`src/rtl/lcd_hd44780_ctrl.sv`:
```
// ---------------------------------------------------------------------------
// lcd_hd44780_ctrl
//
// Write-only controller for an HD44780 character LCD on an 8-bit bus.
// After reset it waits out the LCD power-up time, sends the fixed init
// sequence (function set, display on, clear, entry mode), then accepts one
// command or data byte per valid/ready handshake. For every byte it produces
// the setup / EN pulse / hold timing and the post-write execution wait.
//
// Ports:
//   clk          system clock
//   rst          synchronous reset, active-high
//   req_valid    upstream byte available
//   req_rs       0 = command, 1 = character data
//   req_data     byte to write
//   req_ready    controller accepts a byte this cycle
//   init_done    init sequence complete, sticky until rst
//   LCD_DataBus  LCD data bus
//   LCD_RS       register select
//   LCD_RW       read/write, constant 0 (write-only)
//   LCD_EN       enable strobe
//   LCD_ON       LCD power/backlight enable
//   dbg_state    current FSM state, for observation only
//
// Handshake: a byte is transferred on every rising clk edge where
// req_valid and req_ready are both 1. req_ready is high only in IDLE and
// does not depend on req_valid. While req_ready is low, req_valid is
// ignored and nothing is buffered; upstream keeps the request asserted
// until the transfer edge. req_data/req_rs are registered at that edge,
// so later changes do not affect the byte in flight.
// ---------------------------------------------------------------------------
module lcd_hd44780_ctrl #(
    parameter int unsigned POWERUP_CYC = 750000,
    parameter int unsigned SETUP_CYC   = 20,
    parameter int unsigned EN_HIGH_CYC = 75,
    parameter int unsigned HOLD_CYC    = 20,
    parameter int unsigned EXEC_CYC    = 2500,
    parameter int unsigned CLEAR_CYC   = 85000
) (
    input  logic       clk,
    input  logic       rst,
    input  logic       req_valid,
    input  logic       req_rs,
    input  logic [7:0] req_data,
    output logic       req_ready,
    output logic       init_done,
    output logic [7:0] LCD_DataBus,
    output logic       LCD_RS,
    output logic       LCD_RW,
    output logic       LCD_EN,
    output logic       LCD_ON,
    output logic [2:0] dbg_state
);

    localparam logic [2:0] S_PWRUP     = 3'd0;
    localparam logic [2:0] S_INIT_LOAD = 3'd1;
    localparam logic [2:0] S_SETUP     = 3'd2;
    localparam logic [2:0] S_PULSE     = 3'd3;
    localparam logic [2:0] S_HOLD      = 3'd4;
    localparam logic [2:0] S_EXEC      = 3'd5;
    localparam logic [2:0] S_IDLE      = 3'd6;

    // Counter is sized for the longest of all timed states.
    localparam int unsigned MAX_A = (POWERUP_CYC > SETUP_CYC)   ? POWERUP_CYC : SETUP_CYC;
    localparam int unsigned MAX_B = (MAX_A       > EN_HIGH_CYC) ? MAX_A       : EN_HIGH_CYC;
    localparam int unsigned MAX_C = (MAX_B       > HOLD_CYC)    ? MAX_B       : HOLD_CYC;
    localparam int unsigned MAX_D = (MAX_C       > EXEC_CYC)    ? MAX_C       : EXEC_CYC;
    localparam int unsigned MAX_E = (MAX_D       > CLEAR_CYC)   ? MAX_D       : CLEAR_CYC;
    localparam int unsigned CNT_W = $clog2(MAX_E) + 1;

    // Reload values: a state of length N is entered with N-1 and left at 0.
    localparam logic [CNT_W-1:0] LD_PWRUP = CNT_W'(POWERUP_CYC - 1);
    localparam logic [CNT_W-1:0] LD_SETUP = CNT_W'(SETUP_CYC - 1);
    localparam logic [CNT_W-1:0] LD_PULSE = CNT_W'(EN_HIGH_CYC - 1);
    localparam logic [CNT_W-1:0] LD_HOLD  = CNT_W'(HOLD_CYC - 1);
    localparam logic [CNT_W-1:0] LD_EXEC  = CNT_W'(EXEC_CYC - 1);
    localparam logic [CNT_W-1:0] LD_CLEAR = CNT_W'(CLEAR_CYC - 1);
    localparam logic [CNT_W-1:0] CNT_ONE  = CNT_W'(1);

    logic [2:0]       state_q, state_d;
    logic [CNT_W-1:0] cnt_q, cnt_d;
    logic [1:0]       idx_q, idx_d;
    logic             done_q, done_d;
    logic [7:0]       bus_q, bus_d;
    logic             rs_q, rs_d;
    logic             en_q;
    logic             ready_q;
    logic             on_q;
    logic             cnt_zero;
    logic             long_wait;

    function automatic logic [7:0] init_rom(input logic [1:0] idx);
        case (idx)
            2'd0:    init_rom = 8'h38;  // function set: 8-bit, 2 lines, 5x8
            2'd1:    init_rom = 8'h0E;  // display on, cursor on
            2'd2:    init_rom = 8'h01;  // clear display
            default: init_rom = 8'h06;  // entry mode: increment, no shift
        endcase
    endfunction

    assign cnt_zero = (cnt_q == '0);

    // Clear and return-home need the long execution wait.
    assign long_wait = !rs_q && ((bus_q == 8'h01) || (bus_q == 8'h02) || (bus_q == 8'h03));

    always_comb begin
        state_d = state_q;
        cnt_d   = cnt_q;
        idx_d   = idx_q;
        done_d  = done_q;
        bus_d   = bus_q;
        rs_d    = rs_q;
        case (state_q)
            S_PWRUP: begin
                // on_q is still 0 on the first edge after rst is released:
                // that edge arms the power-up count, so PWRUP spans
                // POWERUP_CYC cycles with LCD_ON high.
                if (!on_q) begin
                    cnt_d = LD_PWRUP;
                end else if (cnt_zero) begin
                    state_d = S_INIT_LOAD;
                    idx_d   = 2'd0;
                end else begin
                    cnt_d = cnt_q - CNT_ONE;
                end
            end
            S_INIT_LOAD: begin
                bus_d   = init_rom(idx_q);
                rs_d    = 1'b0;
                state_d = S_SETUP;
                cnt_d   = LD_SETUP;
            end
            S_SETUP: begin
                if (cnt_zero) begin
                    state_d = S_PULSE;
                    cnt_d   = LD_PULSE;
                end else begin
                    cnt_d = cnt_q - CNT_ONE;
                end
            end
            S_PULSE: begin
                if (cnt_zero) begin
                    state_d = S_HOLD;
                    cnt_d   = LD_HOLD;
                end else begin
                    cnt_d = cnt_q - CNT_ONE;
                end
            end
            S_HOLD: begin
                if (cnt_zero) begin
                    state_d = S_EXEC;
                    cnt_d   = long_wait ? LD_CLEAR : LD_EXEC;
                end else begin
                    cnt_d = cnt_q - CNT_ONE;
                end
            end
            S_EXEC: begin
                if (cnt_zero) begin
                    if (done_q) begin
                        state_d = S_IDLE;
                    end else if (idx_q == 2'd3) begin
                        done_d  = 1'b1;
                        state_d = S_IDLE;
                    end else begin
                        idx_d   = idx_q + 2'd1;
                        state_d = S_INIT_LOAD;
                    end
                end else begin
                    cnt_d = cnt_q - CNT_ONE;
                end
            end
            S_IDLE: begin
                if (req_valid && ready_q) begin
                    bus_d   = req_data;
                    rs_d    = req_rs;
                    state_d = S_SETUP;
                    cnt_d   = LD_SETUP;
                end
            end
            default: begin
                state_d = S_PWRUP;
                cnt_d   = '0;
            end
        endcase
    end

    // EN and ready are registered from the next state so they line up
    // exactly with the state they belong to and never glitch.
    always_ff @(posedge clk) begin
        if (rst) begin
            state_q <= S_PWRUP;
            cnt_q   <= '0;
            idx_q   <= 2'd0;
            done_q  <= 1'b0;
            bus_q   <= 8'h00;
            rs_q    <= 1'b0;
            en_q    <= 1'b0;
            ready_q <= 1'b0;
            on_q    <= 1'b0;
        end else begin
            state_q <= state_d;
            cnt_q   <= cnt_d;
            idx_q   <= idx_d;
            done_q  <= done_d;
            bus_q   <= bus_d;
            rs_q    <= rs_d;
            en_q    <= (state_d == S_PULSE);
            ready_q <= (state_d == S_IDLE);
            on_q    <= 1'b1;
        end
    end

    assign req_ready   = ready_q;
    assign init_done   = done_q;
    assign LCD_DataBus = bus_q;
    assign LCD_RS      = rs_q;
    assign LCD_RW      = 1'b0;
    assign LCD_EN      = en_q;
    assign LCD_ON      = on_q;
    assign dbg_state   = state_q;

endmodule
```
`config.mk`:
```
export PLATFORM = sky130hd
export DESIGN_NAME = lcd_hd44780_ctrl
export DESIGN_NICKNAME = d
export VERILOG_FILES = /design/src/rtl/lcd_hd44780_ctrl.sv
export SDC_FILE = /design/constraint.sdc
export NUM_CORES = 1
export LEC_CHECK = 0
export ABC_AREA = 1
export ABC_CLOCK_PERIOD_IN_PS = 2130
export CAP_MARGIN = 20
export CORE_MARGIN = 2
export CORE_UTILIZATION = 50
export CTS_CLUSTER_SIZE = 16
export DETAILED_ROUTE_END_ITERATION = 8
export GPL_TIMING_DRIVEN = 0
export PLACE_DENSITY_LB_ADDON = 0.2
export SLEW_MARGIN = 10
export SYNTH_ARGS = -nofsm -noshare
export SYNTH_HDL_FRONTEND = slang
export SYNTH_SLANG_ARGS = --single-unit
```
`constraint.sdc`:
```
create_clock -name clk -period 2.13 [get_ports clk]
set_input_delay 0.5325 -clock clk [delete_from_list [all_inputs] [get_ports clk]]
set_output_delay 0.5325 -clock clk [all_outputs]
set_load 0.02 [all_outputs]
```
==> out/metrics.yaml <==
outcome: "finished, final reports clean"
relSlewSlack_pct: 65.1
path_max_fanout: 6
drt-total-wl_mm: 7.55
final_nets: 479
clock_skew_ns: 0.00364
end_kind: "register"
dp_hpwl_mm: 5.83
report.final.slew_viol_count: 0
synthCells: 425
synth_fp_nets: 445
crit_type: "reg -> reg"
synth_xor_area_share_pct: 3.65
cts_tree: "built"
synth_top_family_by_area: "simple AND/OR/NAND/NOR gates"
wl_per_cell_um: 14.2
rr_endpoint: "cnt_q[0]$_SDFFE_PP0P_"
die-area_um2: 5880
cts_setup_buffers: 0
synth_simple_gate_area_share_pct: 38.8
max_freq_mhz: 493
grt_pass1_vias: 2542
synth.distinct_cells: 36
viasPerCell: 5.54
fin_util_pct: 60.4
io_pins: 29
synth_edf_count: 0
regArea_um2: 781
holdBufCountCts: 0
min_from: "LCD_RS$_SDFFE_PP0P_"
dp.cells: 522
multi_input_area_um2: 1580
grt_use_total_pct: 26.2
synth-seq-cells: 39
die_w_um: 76.7
drtAntennaViolNets: 0
clock_sinks: 39
drive_above_1_share_pct: 7.17
die_y_um: 76.7
synthesis.area_um2: 2640
reg2reg_depth: 12
cts_inserted_buffers: 5
grt-ovfl-total: 0
min_path_cells: 2
tightest_slew_ns: 0.524
layout_setup_ws_ns: 0.102
tns_ns: 0
drt_iter0_drc: 234
p_leak_nw: 1.46
grt_pass1_wl_mm: 12.2
yosysWarnings: 0
synth_mux_area_share_pct: 0
hold_viol: 0
cp.arrival_ns: 2.20
area_delta_synth_final_pct: 16.7
min_period_ns: 2.03
reg2reg_slack_ns: 0.10
core_area_um2: 5110
portBuffers: 27
worstPathRequired_ns: 2.30
clock_latency_ns: 0.30
min_path_type: "reg -> reg"
cts.clk_slew.worst_paths_ns: 0.08
hold_end: "LCD_RS$_SDFFE_PP0P_"
fillCellCount: 537
floorplan.initialDensity_pct: 51.7
synthAdderAreaFrac_pct: 3.79
antenna_found_initial: 0
synthArstFlopShare_pct: 0
routabilityCongestion: 0.960
synth_compound_area_share_pct: 13.4
num_rows: 26
yosys_most_used_dff: "dfxtp_1"
via_count: 2935
syn_avg_cell_area_um2: 6.22
route.detailed.drc: 0
clockBufferDepth: 2
power.density_nw_per_um2: 505
num_antenna_cells: 0
clockRootBuffer: "clkbuf_8"
setup_viol: 0
peakVddDrop_mv: 0.381
fin_cells: 530
reg2reg_from: "cnt_q[0]$_SDFFE_PP0P_"
period_share_pct: 95.2
drtPass1Iterations: 5
htree_levels: 2
synth_seq_area_share_pct: 29.5
dp_slack_ns: -0.0287
grt_max_degree: 12
drv_cap: 0
cp-start-kind: "register"
[worst max path at each step]
stage	cells after the start	endpoint	slack, ns	startpoint
after global placement	12	cnt_q[0]$_SDFFE_PP0P_	0.03	cnt_q[0]$_SDFFE_PP0P_
after global routing	12	cnt_q[0]$_SDFFE_PP0P_	-0.002	cnt_q[0]$_SDFFE_PP0P_
final	12	cnt_q[0]$_SDFFE_PP0P_	0.10	cnt_q[0]$_SDFFE_PP0P_
after CTS	12	cnt_q[0]$_SDFFE_PP0P_	0.03	cnt_q[0]$_SDFFE_PP0P_
after detailed placement	12	cnt_q[0]$_SDFFE_PP0P_	-0.03	cnt_q[0]$_SDFFE_PP0P_
after floorplan	11	cnt_q[0]$_SDFFE_PP0P_	0.38	cnt_q[0]$_SDFFE_PP0P_
[registers in the layout, indices dropped and copies added (netlist names)]
name	count
dbg_state	3
LCD_EN	1
cnt_q	21
LCD_ON	1
LCD_RS	1
LCD_DataBus	8
init_done	1
idx_q	2
req_ready	1
[cell usage in the layout, fill, tap and decap left out, types with 3 or more instances in the layout]
cell             instances
inv_2                    3
ha_1                     8
clkbuf_1                 5
o21ai_0                 21
inv_1                   55
nand3_1                 42
nor3_1                   6
nor2_1                  58
dfxtp_1                 39
a21oi_1                 19
nand4_1                  9
clkbuf_8                 5
a31oi_1                  8
xor2_1                   9
nand2_1                103
clkdlybuf4s50_1         27
nand3_2                  3
o211ai_1                 5
buf_2                    5
nor2_2                   4
[per-layer routing]
layer	share of wire [%]	GRT usage [%]	up-vias	wire length (um)
met3	8.7	4.35	13	654
met1	46	37.6	1352	3500
met2	43	39.8	128	3270
met5	0	0	-	0
li1	-	-	1442	-
met4	1.6	8.73	0	121
[worst max-delay path: stages (launching register included)]
cell and delay [ns]:
dfxtp_1 0.35, inv_2 0.11, ha_1 0.21, nand2_1 0.09, nor2_1 0.14, nand2_1 0.07, nor2_1 0.15, nand2_2 0.13
ha_1 0.21, nand2_1 0.07, nand4_1 0.09, o21ai_1 0.20, a21oi_1 0.09
[synthesized netlist by cell type, types with 2 or more instances]
cell type	n	area, um^2
inv_1	56	210
clkbuf_1	3	11.3
a211oi_1	2	15.0
nand4_1	9	56.3
buf_2	5	25.0
a21oi_1	19	95.1
o21ai_0	22	110
dfxtp_1	39	781
nor2_1	58	218
nand3_2	3	30.0
ha_1	8	100
nand2_1	104	390
or2_2	2	12.5
nor2_2	4	25.0
inv_2	2	7.51
nor3_1	6	30.0
buf_4	2	15.0
nor2_4	2	22.5
a31oi_1	8	50.1
o211ai_1	5	37.5
nand3_1	42	210
xnor2_1	2	17.5
xor2_1	9	78.8
[cells by family after synthesis]
family | Yosys count
XOR/XNOR | 11
buffers and inverters | 70
AND/OR/NAND/NOR | 234
AO/OA/AOI/OAI | 62
flip-flops | 39
adder cells (fa/ha/maj) | 8
other | 1
[report_power, final]
group / total, mW / internal (mW) / switching (mW)
registers: 0.791 / 0.756 / 0.0350
logic: 0.278 / 0.105 / 0.173
clock network: 0.490 / 0.230 / 0.260
[cell type report]
type,count,share of cell area [%]
multi-input cells,316,51.2
flip-flops and latches,39,25.3
repair buffers,27,8.76
inverters,59,7.18
well taps,70,2.84
clock buffers,7,2.47
plain buffers,11,2.03
clock inverters,1,0.162
[through the flow]
step	instance area, um^2	power, mW	hold slack, ns
2_1_floorplan	2640	0.993	0.462
6_report	3080	1.56	0.480
3_5_place_dp	3000	1.08	0.468
5_1_grt	3080	1.64	0.509
4_1_cts	3080	1.57	0.480
3_3_place_gp	3000	1.07	0.464
[repair_timing]
action	in CTS	in global routing
endpoints found under the setup margin	1	5
gates resized for setup	1	2
pin swaps	0	0
No activity file was read; power rests on OpenSTA's default activity.
